==> src/rtl/cve2_rf_wb_pkg.sv <==
// Shared types and helpers for the register-file writeback sequencer.
// Entries carry WB_DATA_W data bits; the sequencer's DataWidth must match.
package cve2_rf_wb_pkg;

  localparam int RF_ADDR_W_MAX = 5;
  localparam int WB_DATA_W     = 32;

  typedef struct packed {
    logic                     valid;
    logic [RF_ADDR_W_MAX-1:0] waddr;
    logic [WB_DATA_W-1:0]     wdata;
  } wb_entry_t;

  // RV32E only decodes 16 registers, so the top address bit is ignored there
  function automatic logic addr_match(input logic [RF_ADDR_W_MAX-1:0] a,
                                      input logic [RF_ADDR_W_MAX-1:0] b,
                                      input logic                     rv32e);
    if (rv32e) return a[3:0] == b[3:0];
    return a == b;
  endfunction

endpackage

==> src/rtl/cve2_rf_wb_fifo.sv <==
// Pending LSU writeback queue: push/pop, per-entry kill by address, and an
// oldest-to-newest view of all entries for read forwarding.
module cve2_rf_wb_fifo
  import cve2_rf_wb_pkg::*;
#(
  parameter int FifoDepth = 2,
  parameter bit RV32E     = 1'b0
) (
  input  logic                             clk_int,
  input  logic                             rst_ni,
  input  logic                             push_i,
  input  wb_entry_t                        push_entry_i,
  input  logic                             pop_i,
  input  logic                             kill_i,
  input  logic [RF_ADDR_W_MAX-1:0]         kill_addr_i,
  output logic [$clog2(FifoDepth+1)-1:0]   count_o,
  output wb_entry_t                        head_o,
  output wb_entry_t                        ordered_o [FifoDepth]
);

  localparam int PtrW = $clog2(FifoDepth);
  localparam int CntW = $clog2(FifoDepth + 1);

  wb_entry_t       mem_q [FifoDepth];
  wb_entry_t       push_entry;
  logic [PtrW-1:0] rptr_q, rptr_d, wptr_q, wptr_d;
  logic [CntW-1:0] count_q, count_d;

  function automatic logic [PtrW-1:0] ptr_inc(input logic [PtrW-1:0] p);
    return (p == PtrW'(FifoDepth - 1)) ? '0 : p + 1'b1;
  endfunction

  // A same-cycle ALU write to the pushed address is younger, so the entry lands dead
  always_comb begin
    push_entry       = push_entry_i;
    push_entry.valid = push_entry_i.valid &
                       ~(kill_i & addr_match(push_entry_i.waddr, kill_addr_i, RV32E));
    rptr_d  = pop_i  ? ptr_inc(rptr_q) : rptr_q;
    wptr_d  = push_i ? ptr_inc(wptr_q) : wptr_q;
    count_d = count_q + CntW'(push_i) - CntW'(pop_i);
  end

  always_ff @(posedge clk_int or negedge rst_ni) begin
    if (!rst_ni) begin
      for (int i = 0; i < FifoDepth; i++) mem_q[i] <= '0;
      rptr_q  <= '0;
      wptr_q  <= '0;
      count_q <= '0;
    end else begin
      for (int i = 0; i < FifoDepth; i++) begin
        if (kill_i && mem_q[i].valid && addr_match(mem_q[i].waddr, kill_addr_i, RV32E)) begin
          mem_q[i].valid <= 1'b0;
        end
      end
      if (push_i) mem_q[wptr_q] <= push_entry;
      rptr_q  <= rptr_d;
      wptr_q  <= wptr_d;
      count_q <= count_d;
    end
  end

  // Slot k of the view is the k-th oldest occupied entry; free slots read as invalid
  always_comb begin
    int pos;
    pos = 0;
    for (int k = 0; k < FifoDepth; k++) begin
      pos = int'(rptr_q) + k;
      if (pos >= FifoDepth) pos = pos - FifoDepth;
      ordered_o[k]       = mem_q[pos[PtrW-1:0]];
      ordered_o[k].valid = mem_q[pos[PtrW-1:0]].valid && (k < int'(count_q));
    end
  end

  assign count_o = count_q;
  assign head_o  = mem_q[rptr_q];

endmodule

==> src/rtl/cve2_rf_wb_sequencer.sv <==
// Register-file write-port sequencer for ALU and LSU writeback with read forwarding.
// CVE2_RF_WB_BYPASS_EN selects forwarding; otherwise reads pass through and hazard_o stalls decode.
module cve2_rf_wb_sequencer
  import cve2_rf_wb_pkg::*;
#(
  parameter int DataWidth = WB_DATA_W,
  parameter int RV32E     = 0,
  parameter int FifoDepth = 2
) (
  input  logic                 clk_int,
  input  logic                 rst_ni,
  input  logic                 alu_we_i,
  input  logic [4:0]           alu_waddr_i,
  input  logic [DataWidth-1:0] alu_wdata_i,
  input  logic                 lsu_valid_i,
  output logic                 lsu_ready_o,
  input  logic [4:0]           lsu_waddr_i,
  input  logic [DataWidth-1:0] lsu_wdata_i,
  output logic                 rf_we_o,
  output logic [4:0]           rf_waddr_o,
  output logic [DataWidth-1:0] rf_wdata_o,
  input  logic [4:0]           raddr_a_i,
  input  logic [4:0]           raddr_b_i,
  input  logic [DataWidth-1:0] rf_rdata_a_i,
  input  logic [DataWidth-1:0] rf_rdata_b_i,
  output logic [DataWidth-1:0] rdata_a_o,
  output logic [DataWidth-1:0] rdata_b_o,
  output logic                 hazard_o,
  output logic                 idle_o
);

  localparam int CntW     = $clog2(FifoDepth + 1);
  localparam bit IsRv32e  = (RV32E != 0);

  logic [CntW-1:0]      count;
  wb_entry_t            head, push_entry;
  wb_entry_t            ordered [FifoDepth];
  logic                 push, pop, kill, lsu_fire, alu_x0, lsu_x0;
  logic                 inflight_we_q;
  logic [4:0]           inflight_waddr_q;
  logic [DataWidth-1:0] inflight_wdata_q;
  logic [4:0]           raddr     [2];
  logic [DataWidth-1:0] rf_rdata  [2];
  logic [DataWidth-1:0] fwd_rdata [2];
  logic [1:0]           port_hazard;

  // Ready comes from the registered count only, so a draining full FIFO stays not-ready
  assign lsu_ready_o = count < CntW'(FifoDepth);
  assign lsu_fire    = lsu_valid_i & lsu_ready_o;
  assign alu_x0      = addr_match(alu_waddr_i, 5'd0, IsRv32e);
  assign lsu_x0      = addr_match(lsu_waddr_i, 5'd0, IsRv32e);
  assign kill        = alu_we_i & ~alu_x0;
  assign push        = lsu_fire & ~lsu_x0 & (alu_we_i | (count != '0));
  assign pop         = ~alu_we_i & (count != '0);
  assign push_entry  = '{valid: 1'b1, waddr: lsu_waddr_i, wdata: lsu_wdata_i};

  cve2_rf_wb_fifo #(
    .FifoDepth (FifoDepth),
    .RV32E     (IsRv32e)
  ) u_fifo (
    .clk_int      (clk_int),
    .rst_ni       (rst_ni),
    .push_i       (push),
    .push_entry_i (push_entry),
    .pop_i        (pop),
    .kill_i       (kill),
    .kill_addr_i  (alu_waddr_i),
    .count_o      (count),
    .head_o       (head),
    .ordered_o    (ordered)
  );

  // ALU never stalls, queued LSU results go before new ones to keep ordering
  always_comb begin
    rf_we_o    = 1'b0;
    rf_waddr_o = '0;
    rf_wdata_o = '0;
    if (alu_we_i) begin
      rf_we_o    = ~alu_x0;
      rf_waddr_o = alu_waddr_i;
      rf_wdata_o = alu_wdata_i;
    end else if (count != '0) begin
      rf_we_o    = head.valid;
      rf_waddr_o = head.waddr;
      rf_wdata_o = head.wdata;
    end else if (lsu_fire) begin
      rf_we_o    = ~lsu_x0;
      rf_waddr_o = lsu_waddr_i;
      rf_wdata_o = lsu_wdata_i;
    end
  end

  always_ff @(posedge clk_int or negedge rst_ni) begin
    if (!rst_ni) begin
      inflight_we_q    <= 1'b0;
      inflight_waddr_q <= '0;
      inflight_wdata_q <= '0;
    end else begin
      inflight_we_q    <= rf_we_o;
      inflight_waddr_q <= rf_waddr_o;
      inflight_wdata_q <= rf_wdata_o;
    end
  end

  assign raddr[0]    = raddr_a_i;
  assign raddr[1]    = raddr_b_i;
  assign rf_rdata[0] = rf_rdata_a_i;
  assign rf_rdata[1] = rf_rdata_b_i;

  // Later (newer) FIFO matches override the in-flight value, which overrides the RF
  always_comb begin
    for (int p = 0; p < 2; p++) begin
      fwd_rdata[p]   = rf_rdata[p];
      port_hazard[p] = 1'b0;
      if (!addr_match(raddr[p], 5'd0, IsRv32e)) begin
        if (inflight_we_q && addr_match(inflight_waddr_q, raddr[p], IsRv32e)) begin
          fwd_rdata[p]   = inflight_wdata_q;
          port_hazard[p] = 1'b1;
        end
        for (int k = 0; k < FifoDepth; k++) begin
          if (ordered[k].valid && addr_match(ordered[k].waddr, raddr[p], IsRv32e)) begin
            fwd_rdata[p]   = ordered[k].wdata;
            port_hazard[p] = 1'b1;
          end
        end
      end
    end
  end

`ifdef CVE2_RF_WB_BYPASS_EN
  logic unused_hazard;
  assign unused_hazard = ^port_hazard;
  assign rdata_a_o     = fwd_rdata[0];
  assign rdata_b_o     = fwd_rdata[1];
  assign hazard_o      = 1'b0;
`else
  logic unused_fwd;
  assign unused_fwd = ^{fwd_rdata[0], fwd_rdata[1]};
  assign rdata_a_o  = rf_rdata_a_i;
  assign rdata_b_o  = rf_rdata_b_i;
  assign hazard_o   = |port_hazard;
`endif

  assign idle_o = (count == '0) & ~inflight_we_q;

endmodule

==> config.mk <==
export PLATFORM = sky130hd
export DESIGN_NAME = cve2_rf_wb_sequencer
export DESIGN_NICKNAME = d
export VERILOG_FILES = /design/src/rtl/cve2_rf_wb_pkg.sv /design/src/rtl/cve2_rf_wb_fifo.sv /design/src/rtl/cve2_rf_wb_sequencer.sv
export SDC_FILE = /design/constraint.sdc
export NUM_CORES = 1
export LEC_CHECK = 0
export ABC_AREA = 1
export CORE_ASPECT_RATIO = 0.75
export CORE_MARGIN = 2
export CORE_UTILIZATION = 52
export DETAILED_ROUTE_END_ITERATION = 6
export DONT_BUFFER_PORTS = 1
export GPL_TIMING_DRIVEN = 0
export PLACE_DENSITY = 0.67
export SETUP_SLACK_MARGIN = 0.4
export SYNTH_ARGS = -nofsm -noshare
export SYNTH_HDL_FRONTEND = slang
export SYNTH_SLANG_ARGS = --single-unit
export TNS_END_PERCENT = 100
==> constraint.sdc <==
create_clock -name clk_int -period 1.9 [get_ports clk_int]
set_input_delay 0.19 -clock clk_int [delete_from_list [all_inputs] [get_ports clk_int]]
set_output_delay 0.19 -clock clk_int [all_outputs]
set_load 0.02 [all_outputs]
==> impl_metrics.toml, run 1 <==
[grt]
grt_pass1_vias = 5699
overflow = 0
antenna_found_initial = 0
grt_usage = 0.347
grt_first_pass_wirelength_um = 31600
grt_max_degree = 87

[yosys]
yosysTopAreaCellShare = 0.376
ys_types = 25
netlist_area_mm2 = 0.00573
yosys_register_bits = 86
synth_area_leader_cell = "dfrtp_1"
synth_edf_count = 0
ys_top_cells_by_area = "dfrtp_1, nand2_1, buf_4, nand3_1, o211ai_1"
syn-instance-count = 826
ys_top_cells_by_count = "nand2_1, dfrtp_1, nand3_1"
synth_nets = 980
yosysMostFrequentCell = "nand2_1"
yosys_warnings = 0
async_flop_share = 1.00
yosysSeqAreaShare = 0.376
ys.flop_type = "dfrtp_1"
avgSynthCellArea_um2 = 6.94

[floorplan]
die_x_um = 125
start_util = 0.530
die-height_um = 94.9
boundaryPins = 257
dieArea_mm2 = 0.0119
core_mm2 = 0.0108
placementRows = 33

[sta]
hold_viol = 86
finalCriticalPeriod_ns = 2.18
clock.fmax_mhz = 458
finalSetupViolCount = 62
postLayoutSetupSlackWorst_ns = -0.283
hold_slack_ns = -0.468
setup_tns_ns = -8.80
grt_setup_unrepaired = "true"
worst_slew_pin_slew_ns = 0.899
relSlewSlack = 0.401
drv_slew = 0
skew_ns = 0.00874
finalCritPeriodShare = 1.15

[critical_path]
crit_arrival_ns = 1.99
cp_max_fo = 7
critical_path_required_ns = 1.71
crit_path_start_kind = "flop"
worstRegToRegCells = 15
crit_type = "flop to primary output"
setup.worst_path.end_class = "primary output"

[cells_and_area]
drive_gt1_frac = 0.384
finalInstanceArea_mm2 = 0.00854
insertedDiodeCount = 0
nNetsFinal = 1087
instances_no_fill = 1078
area_growth_pct = 49.1

[status]
outcome = "complete, but fails checks"
violations = "hold timing, setup timing"

[route]
drc = 0
wl_um = 23400
detail-route-antenna-nets = 0
viasPerCell = 6.00
vias = 6473
drt-initial-drc-count = 640
first_pass_iters = 5
avgRoutedWirePerCell_um = 21.7

[place]
gp_congestion = 0.992
placed_cells = 966
pre_cts_ws_ns = -0.0606
place_area_mm2 = 0.00597
hpwlAfterDp_um = 14200
port_buffers = 0

[clock_tree]
clkTransAtPathRegs_ns = 0.07
htree_levels = 3
cts_tree = "yes"
cts_buffers = 9
clk_latency_ns = 0.35
cts_buffer_depth = 2
cts_hold_buf = 37
clock_sink_count = 86
clock-root-buffer = "clkbuf_16"

[worst_hold_path]
hold_class = "input port to async pin"

[pwr]
vdd_drop_max_v = 0.000810
power.density_mw_per_mm2 = 1560
leakagePower_nw = 4.14

[flow_run]
max_cap_viol_count = 0
[path summary, 6_finish.rpt]
check	start	end	slack (ns)
worst max-delay path	u_fifo.rptr_q	rf_wdata_o[3]	-0.28
worst min-delay path	rst_ni	async pin	-0.47
worst max register to register	u_fifo.count_o[1]	flop	-0.10
worst min register to register	flop	flop	0.49
max in group asynchronous	rst_ni	inflight_waddr_q[0]	2.21
min in group clk_int	lsu_waddr_i[3]	inflight_waddr_q[3]	0.05
[cell families (layout without fill, tap and decap cells)]
logic type      count (synthesis)  count (layout)  synth area share
compound gates                118             118             0.118
xor+xnor                       20              20            0.0306
fa+ha+maj                       2               2           0.00437
buf+inv                       177             289             0.170
flops                          86              86             0.376
simple gates                  423             423             0.302
[metrics by stage]
stage               total power, W  hold slack (ns)  utilization
global placement           0.00809           -0.104        0.552
detailed placement         0.00822           -0.104        0.552
floorplan                  0.00696           -0.106            -
finish                      0.0133           -0.468        0.790
global route                0.0140           -0.480        0.790
CTS                         0.0111           -0.467        0.684
[repair_timing]
action,in CTS,in global routing
buffers inserted,26,16
gates resized for setup,122,252
endpoints found under the setup margin,119,122
cloned,5,12
hold endpoints to repair,160,86
pin swaps,18,75
[cell type report]
type                            instances  area, um^2
Clock buffer                           10         229
Multi-Input combinational cell        563        3390
Tap cell                              140         175
Fill cell                             694        2270
Timing Repair inverter                  1        11.3
Buffer                                109        1030
Sequential cell                        86        2150
Timing Repair Buffer                   95        1240
Inverter                               68         278
Clock inverter                          6        38.8
[critical path, stage by stage (launching register included)]
cell and delay (ns):
dfrtp_1 0.43, buf_6 0.17, buf_12 0.13, buf_12 0.14
buf_6 0.12, nand2_1 0.06, o21ai_1 0.08, o211ai_1 0.51
[layer usage]
layer,GRT usage,vias to the layer above,wire [um]
met1,0.507,3147,9440
met4,0.0972,0,469
met5,0,-,0
met2,0.525,480,10900
met3,0.0703,47,2610
li1,-,2799,-
[power by group]
group	internal [W]	leakage (nW)	switching [W]
sequential	0.00270	1.06	0.000582
clock	0.000883	0.128	0.000781
combinational	0.00353	2.95	0.00486
[cell usage in the layout, fill, tap and decap left out, types with 4 or more instances in the layout]
cell	instances
buf_6	30
o21ai_0	6
nor3_1	5
clkbuf_16	22
dfrtp_1	86
inv_2	4
nand3_1	68
nor2_1	23
nand2_1	193
inv_1	59
nand2_4	26
nand4_1	5
clkbuf_1	9
xnor2_1	10
buf_12	8
buf_8	19
nand2_2	79
dlygate4sd3_1	37
buf_4	79
o211ai_1	34
nand3_2	4
o21ai_1	28
o21ai_2	43
inv_4	4
nand3_4	5
nor2_4	9
xor2_1	9
buf_16	5
No activity file was read; power rests on OpenSTA's default activity.
==> run 2: changes to the inputs <==
Settings changed: CORE_MARGIN 2 to not set, PLACE_DENSITY 0.67 to 0.75.
==> impl_metrics.toml, run 2 (synthesis results as in run 1) <==
[status]
outcome = "complete, but fails checks"
violations = "hold timing, setup timing"

[cells_and_area]
insertedDiodeCount = 0
layout_commonest_cell = "nand2_1"
final_cell_mix = "nand2_1, dfrtp_1, buf_4"
area_growth_pct = 53.7
instances_no_fill = 1067
drive_gt1_frac = 0.397
finalInstanceArea_mm2 = 0.00881
seq_area_mm2 = 0.00215
fillerInstances = 526
nNetsFinal = 1080
multiInputGateArea_mm2 = 0.00358

[sta]
relSlewSlack = 0.424
postLayoutSetupSlackWorst_ns = -0.293
finalCriticalPeriod_ns = 2.19
finalSetupViolCount = 43
finalCritPeriodShare = 1.15
clock.fmax_mhz = 456
skew_ns = 0.0121
hold_viol = 86
drv_slew = 0
worst_slew_pin_slew_ns = 0.864
grt_setup_unrepaired = "true"
hold_slack_ns = -0.482

[worst_hold_path]
hold_class = "input port to async pin"

[floorplan]
placementRows = 32
die_x_um = 123
boundaryPins = 257
dieArea_mm2 = 0.0114
start_util = 0.546
core_mm2 = 0.0105
die-height_um = 92.9

[critical_path]
cpPeakStageDelay_ns = 0.47
crit_cells = 10
crit_arrival_ns = 2.00
crit_slowest_cell = "dfrtp_2"
crit_type = "flop to primary output"
crit_path_start_kind = "flop"
critical_path_required_ns = 1.71
setup.worst_path.end_class = "primary output"
worst-path-buf-inv = 2
cpLargestDelayFamily = "simple AND/OR/NAND/NOR gates"
cp_common_cell = "nand2_1"
reg2reg_slack_ns = -0.06
worstPathCellList = "inv_2, buf_6, nand2_1, nand3_1, nand2_1, nor2_1, nand3_2, nand3_1, nand2_1, nand2_2"
worstRegToRegCells = 11
cp_max_fo = 10

[route]
drt-initial-drc-count = 824
viasPerCell = 6.43
drc = 0
detail-route-antenna-nets = 0
avgRoutedWirePerCell_um = 24.2
first_pass_iters = 6
wl_um = 25800
vias = 6865

[place]
placed_cells = 962
port_buffers = 0
hpwlAfterDp_um = 13700
gp_congestion = 0.916
place_area_mm2 = 0.00596

[pwr]
pwr-share-comb = 0.622
p_sw_frac = 0.471
vdd_drop_max_v = 0.000808
power.density_mw_per_mm2 = 1660
intPower_w = 0.00774
leakagePower_nw = 4.33
pwr-share-seq = 0.230
power.share.clock = 0.148
p_sw_w = 0.00689

[clock_tree]
clk_latency_ns = 0.37
cts_tree = "yes"
clock-root-buffer = "clkbuf_16"
cts_buffer_depth = 2
htree_levels = 3
cts_buffers = 9
clkTransAtPathRegs_ns = 0.07
clock_sink_count = 86

[grt]
grt_first_pass_wirelength_um = 30000
overflow = 0
antenna_found_initial = 0
grt_usage = 0.352
grt_pass1_vias = 5651
grt_max_degree = 87

[flow_run]
max_cap_viol_count = 0
==> run 2: cell types whose count changed in the layout (fill, tap and decap cells not counted), moves of 4 or more <==
| cell | previous run | this run |
|---|---|---|
| buf_8 | 19 | 14 |
| nand2_4 | 26 | 53 |
| nor2_1 | 23 | 27 |
| buf_6 | 30 | 20 |
| buf_16 | 5 | 1 |
| clkbuf_16 | 22 | 27 |
| nand2_2 | 79 | 70 |
| buf_12 | 8 | 15 |
| nand2_1 | 193 | 175 |
==> run 2: repair_timing <==
item,4_1_cts,5_1_grt
hold endpoints to repair,159,87
hold buffers,37,1
pin swaps,33,82
resized for setup,107,318
endpoints found under the setup margin,124,122
cloned,2,19
setup buffers,19,11
==> run 2: worst register-to-register path, cell delays in order, from the launching register on <==
cell     delay (ns)
dfrtp_1        0.42
buf_6          0.15
nor2_4         0.12
buf_6          0.12
nand2_4        0.05
nor2_4         0.15
inv_2          0.08
nor2_4         0.23
buf_12         0.19
buf_12         0.15
nand2_2        0.07
o21ai_1        0.14
==> run 2: through the flow <==
stage | worst slack [ns] | total power [W] | utilization | setup TNS [ns]
CTS | -0.151 | 0.0114 | 0.688 | -3.12
global placement | -0.106 | 0.00804 | 0.568 | -0.333
finish | -0.293 | 0.0146 | 0.839 | -6.98
floorplan | 0.337 | 0.00696 | - | 0
detailed placement | -0.101 | 0.00821 | 0.568 | -0.371
global route | -0.331 | 0.0151 | 0.839 | -8.51
==> run 2: layout make-up <==
type,instances,share of cell area
Buffer,109,0.124
Clock buffer,9,0.0256
Inverter,68,0.0315
Clock inverter,7,0.0142
Multi-Input combinational cell,563,0.407
Tap cell,136,0.0193
Timing Repair inverter,1,0.00128
Timing Repair Buffer,88,0.132
Sequential cell,86,0.245
==> run 2: worst paths after layout <==
| kind | start | end |
|---|---|---|
| setup / recovery | u_fifo.rptr_q | hazard_o |
| max in group asynchronous | rst_ni | u_fifo.rptr_q |
| hold reg to reg | flop | flop |
| hold / removal | rst_ni | async pin |
| min in group clk_int | lsu_waddr_i[3] | inflight_waddr_q[3] |
| setup reg to reg | u_fifo.count_o[1] | flop |
==> run 2: routing by layer <==
metal,global-route usage,vias up,part of all wire
met4,0.104,0,0.053
met2,0.551,642,0.46
met5,0,-,0
met1,0.484,3272,0.36
met3,0.0770,157,0.12
li1,-,2794,-
==> run 2: power groups by stage <==
stage               clock [W]  combinational, W  sequential [W]
floorplan                   0           0.00392         0.00305
global placement            0           0.00489         0.00315
detailed placement          0           0.00503         0.00318
CTS                   0.00211           0.00612         0.00318
global route          0.00223           0.00944         0.00341
finish                0.00217           0.00910         0.00337
